[src/rtl/data_mem_stq.sv]
// Dual-slot data memory: a single-write-port RAM plus an in-order store queue
// that absorbs the second store of a cycle, with store-to-load forwarding.
module data_mem_stq #(
    parameter int DEPTH  = 64,
    parameter int QDEPTH = 2
) (
    input  logic        clk,
    input  logic        reset,
    input  logic        memwrite,
    input  logic        memwrite2,
    input  logic [31:0] dataadr,
    input  logic [31:0] dataadr2,
    input  logic [31:0] writedata,
    input  logic [31:0] writedata2,
    output logic [31:0] readdata,
    output logic [31:0] readdata2,
    output logic        stall
);
    localparam int AW = (DEPTH > 1) ? $clog2(DEPTH) : 1;
    localparam int PW = $clog2(QDEPTH);
    localparam int CW = $clog2(QDEPTH + 1);

    logic [31:0]   r_ram   [DEPTH];
    logic [AW-1:0] r_q_adr [QDEPTH];
    logic [31:0]   r_q_dat [QDEPTH];
    logic [PW-1:0] r_head;
    logic [PW-1:0] r_tail;
    logic [CW-1:0] r_count;

    logic [AW-1:0] w_idx1;
    logic [AW-1:0] w_idx2;
    logic          w_empty;
    logic          w_accept;
    logic          w_drain;
    logic          w_direct1;
    logic          w_direct2;
    logic          w_enq1;
    logic          w_enq2;
    logic [PW-1:0] w_tail1;
    logic [PW-1:0] w_p;
    logic [31:0]   w_rd1;
    logic [31:0]   w_rd2;
    logic          w_unused_bits;

    function automatic logic [PW-1:0] ptr_inc(input logic [PW-1:0] p);
        return (p == PW'(QDEPTH - 1)) ? '0 : p + 1'b1;
    endfunction

    assign w_idx1        = dataadr[AW+1:2];
    assign w_idx2        = dataadr2[AW+1:2];
    assign w_unused_bits = ^{dataadr[31:AW+2], dataadr[1:0], dataadr2[31:AW+2], dataadr2[1:0]};

    assign stall     = (r_count == CW'(QDEPTH));
    assign w_empty   = (r_count == '0);
    assign w_accept  = !stall;
    assign w_drain   = !w_empty;
    // With an empty queue slot 1 (or a lone slot 2) owns the RAM port this cycle.
    assign w_direct1 = w_accept && w_empty && memwrite;
    assign w_direct2 = w_accept && w_empty && memwrite2 && !memwrite;
    assign w_enq1    = w_accept && !w_empty && memwrite;
    assign w_enq2    = w_accept && memwrite2 && (!w_empty || memwrite);
    assign w_tail1   = w_enq1 ? ptr_inc(r_tail) : r_tail;

    // Walk oldest to youngest so the last match wins.
    always_comb begin
        w_rd1 = r_ram[w_idx1];
        w_rd2 = r_ram[w_idx2];
        w_p   = r_head;
        for (int i = 0; i < QDEPTH; i++) begin
            if (int'(r_count) > i) begin
                if (r_q_adr[w_p] == w_idx1) w_rd1 = r_q_dat[w_p];
                if (r_q_adr[w_p] == w_idx2) w_rd2 = r_q_dat[w_p];
            end
            w_p = ptr_inc(w_p);
        end
        if (memwrite && (w_idx1 == w_idx2)) w_rd2 = writedata;
    end

    assign readdata  = w_rd1;
    assign readdata2 = w_rd2;

    always_ff @(posedge clk) begin
        if (reset) begin
            for (int i = 0; i < DEPTH; i++) r_ram[i] <= '0;
            r_head  <= '0;
            r_tail  <= '0;
            r_count <= '0;
        end else begin
            if (w_drain)        r_ram[r_q_adr[r_head]] <= r_q_dat[r_head];
            else if (w_direct1) r_ram[w_idx1] <= writedata;
            else if (w_direct2) r_ram[w_idx2] <= writedata2;

            if (w_enq1) begin
                r_q_adr[r_tail] <= w_idx1;
                r_q_dat[r_tail] <= writedata;
            end
            if (w_enq2) begin
                r_q_adr[w_tail1] <= w_idx2;
                r_q_dat[w_tail1] <= writedata2;
            end

            r_tail  <= w_enq2 ? ptr_inc(w_tail1) : w_tail1;
            if (w_drain) r_head <= ptr_inc(r_head);
            r_count <= r_count - CW'(w_drain) + CW'(w_enq1) + CW'(w_enq2);
        end
    end
endmodule

[config.mk]
export PLATFORM = sky130hd
export DESIGN_NAME = data_mem_stq
export DESIGN_NICKNAME = d
export VERILOG_FILES = /design/src/rtl/data_mem_stq.sv
export SDC_FILE = /design/constraint.sdc
export NUM_CORES = 2
export LEC_CHECK = 0
export BUFFER_PORTS_ARGS = -buffer_cell sky130_fd_sc_hd__buf_2
export CAP_MARGIN = 0
export CORE_ASPECT_RATIO = 0.8
export CORE_MARGIN = 2
export CORE_UTILIZATION = 52
export DETAILED_ROUTE_END_ITERATION = 16
export MAX_ROUTING_LAYER = met4
export PLACE_DENSITY = 0.74
export SETUP_SLACK_MARGIN = 0.4
export SLEW_MARGIN = 30
export SYNTH_ARGS = -nofsm -noshare
export SYNTH_HDL_FRONTEND = slang
export SYNTH_SLANG_ARGS = --single-unit
[constraint.sdc]
create_clock -name clk -period 3.55 [get_ports clk]
set_clock_uncertainty 0.15 [all_clocks]
set_input_delay 0.1775 -clock clk [delete_from_list [all_inputs] [get_ports clk]]
set_output_delay 0.1775 -clock clk [all_outputs]
set_load 0.01 [all_outputs]
==> reports/results.txt <==
Largest area contributor in the netlist: edfxtp_1
WP data arrival: 3.52 ns
MaxCap Viol Count: 0
Final Max Tran Viols: 0
Commonest non-fill, non-tap cells in the layout: edfxtp_1, nor2_1, mux4_2
DR WL/cell: 39.9 um
Hold depth: 3
Final worst path period share: 1.08
Final-report hold violation count: 0
Synth warn: 0
Clock transition at path regs: 0.07 ns
Seq/Total Area, Yosys: 0.580
Post-route DRC: 0
Endpoint, Worst Hold: r_q_dat[0][17]
R2r setup slk: 0.34 ns
CTS tree: yes
Crit end category: output port
Register bit total from synthesis: 2129
Routability cong.: 1.06
Die X: 518 um
Starting Density: 0.522
Post-route ant nets: 0
GR Overflow Total: 0
Clock power frac: 0.306
Vias/cell: 7.45
Reg2reg end: r_ram[5][0]
Failing checks: setup timing
Area contributors post-synth: edfxtp_1, mux4_2, nor2_1, a22oi_1, mux2i_1
Post-Syn Nets: 7918
Length in cells of the worst reg-to-reg path: 13
Place WS: -0.695 ns
Net Sw Frac: 0.328
Status: finished with violations
I/O Buffers: 144
PD cells: 528 nW/um2
Final net count: 8524
Slew Limit Headroom: 0.284
Final hold slack: 0.0258 ns
Die height: 416 um
Root Buffer: clkbuf_16
Die area: 215000 um2
Dpl cell area: 122000 um2
Crit Path Max Fanout: 5
Num ports: 197
TritonCTS Sinks: 2129
Startpoint types: flop
Main synth FF type: edfxtp_1
Cell row count: 151
GRT Resource Usage Total: 0.427
Vias in the first global route: 82.4k
Initial antenna violation count: 35
Sw Pwr: 23.2 mW
CTS buffer count: 204
Worst EP required: 3.22 ns
Post-synth top area share: 0.579
Core region area: 211000 um2
Syn avg cell area: 14.1 um2
Clk_lat worst skew: 0.90 ns
Layout cells sized above 1: 0.350
EDFF count, synth: 2124
Via count: 85.1k
Final min period: 3.85 ns
Combinational fraction of design power: 0.265
HPWL after detailed placement: 296000 um
Final setup margin: -0.302 ns
Initial DRC count: 17.8k
Critical path type: reg2out
Asr flop ratio synth: 0
Final setup vio count: 63
Highest Clock Rate: 260 MHz
Largest net degree at the start of global routing: 65
Gate Count Post-Synth: 7785
RSZ-0062 raised after global routing: true
Register share of total power: 0.429
Hold Path Class: in2reg
Final Instance Area: 134000 um2
Peak supply drop: 0.660 mV
First-pass GRT wire length: 622000 um
Least-Margin Pin Slew: 1.07 ns
Most common cell after layout, fill and taps aside: edfxtp_1
Min-delay src: writedata[17]
Clock Path Buffers: 3
Routed WL: 455000 um
Cell Area, Synth: 110000 um2
Area grow syn2layout: 21.5%
Pleak: 47.3 nW
Unique masters post-synth: 69
Setup tns final: -10.98 ns
Internal Power: 47.5 mW
First-pass DRT Iterations: 8
H-Tree Depth: 4
==> through the flow <==
| stage | std cells | util | total power, mW |
|---|---|---|---|
| after detailed placement | 10802 | 0.578 | 47.0 |
| after floorplan | 7785 | - | 38.7 |
| final | 11421 | 0.634 | 70.6 |
| after global placement | 10800 | 0.578 | 46.5 |
| after global routing | 11418 | 0.634 | 71.5 |
| after CTS | 11356 | 0.627 | 68.9 |
==> worst max-delay path by stage <==
stage	cells after the start	endpoint	startpoint	slack [ns]
floorplan	10	r_ram[60][0]	r_count[0]	0.22
global placement	12	readdata[30]	dataadr[2]	-0.65
detailed placement	12	readdata[30]	dataadr[2]	-0.70
CTS	9	readdata[30]	r_ram[51][30]	-0.26
global route	13	readdata2[0]	r_head	-0.31
finish	13	readdata2[0]	r_head	-0.30
==> registers in the layout (all words and copies together), names as in the netlist, named ones only <==
signal	count
r_head	1
r_q_dat	64
r_tail	1
r_q_adr	12
r_ram	2048
r_count	2
==> power groups by stage <==
stage	registers (mW)	logic, mW	clock network, mW
global placement	30.5	16.0	0
CTS	30.2	17.2	21.5
floorplan	30.3	8.38	0
finish	30.3	18.7	21.6
detailed placement	30.7	16.3	0
global route	30.4	18.7	22.4
==> cell usage after synthesis, types with 43 or more instances <==
cell type  instances
o21ai_0           60
nand3_1           43
a21oi_1          167
o22ai_1           66
mux4_2          1018
mux2i_1          194
mux2_2           101
nor2_1          2103
buf_1             68
edfxtp_1        2124
a22oi_1          302
buf_2            254
clkbuf_1         507
nand2_1          230
==> worst max-delay path, stage by stage, from the launching register on <==
cell,delay [ns]
dfxtp_4,0.45
buf_12,0.14
mux2i_4,0.23
buf_6,0.14
xnor2_4,0.11
buf_6,0.12
nor3_4,0.03
buf_12,0.13
a21oi_4,0.15
buf_12,0.14
buf_12,0.14
nand4_1,0.40
o211ai_1,0.28
buf_4,0.17
==> metal layers <==
metal	wire [um]	vias to the layer above	GRT usage
met5	0	-	-
met4	32600	0	0.232
met3	97900	2003	0.238
met2	184000	9404	0.560
met1	140000	42313	0.519
li1	-	31401	-
==> layout make-up <==
cell class                 count  area (um2)
clock inverter               126        1120
multi-input combinational   4792       45700
inverter                      19        77.6
fill                       14693       77300
clock buffer                 248        5270
sequential                  2129       63900
antenna                       32        80.1
timing repair buffer        1245       14000
tap                         2830        3540
==> cells by family (layout without fill, tap and decap cells) <==
| family | Yosys count | after routing | synth area share |
|---|---|---|---|
| and+or+nand+nor | 2579 | 2579 | 0.0938 |
| DFF | 2129 | 2129 | 0.580 |
| xor gates and xnor gates | 35 | 35 | 0.00278 |
| AOI/OAI and AO/OA | 862 | 862 | 0.0534 |
| muxes | 1314 | 1314 | 0.236 |
| buffers and inverters | 864 | 1638 | 0.0330 |
| adders and majority gates | 2 | 2 | 0.000273 |
| other | 0 | 32 | 0 |
==> what timing repair did <==
item	4_1_cts	5_1_grt
pin swaps	117	44
gates cloned	13	12
buffers inserted	64	20
endpoints found under the setup margin	3405	1486
resized for setup	408	141
hold endpoints to repair	1870	0
hold buffers	103	0
Power figures use the tool's default switching activity.
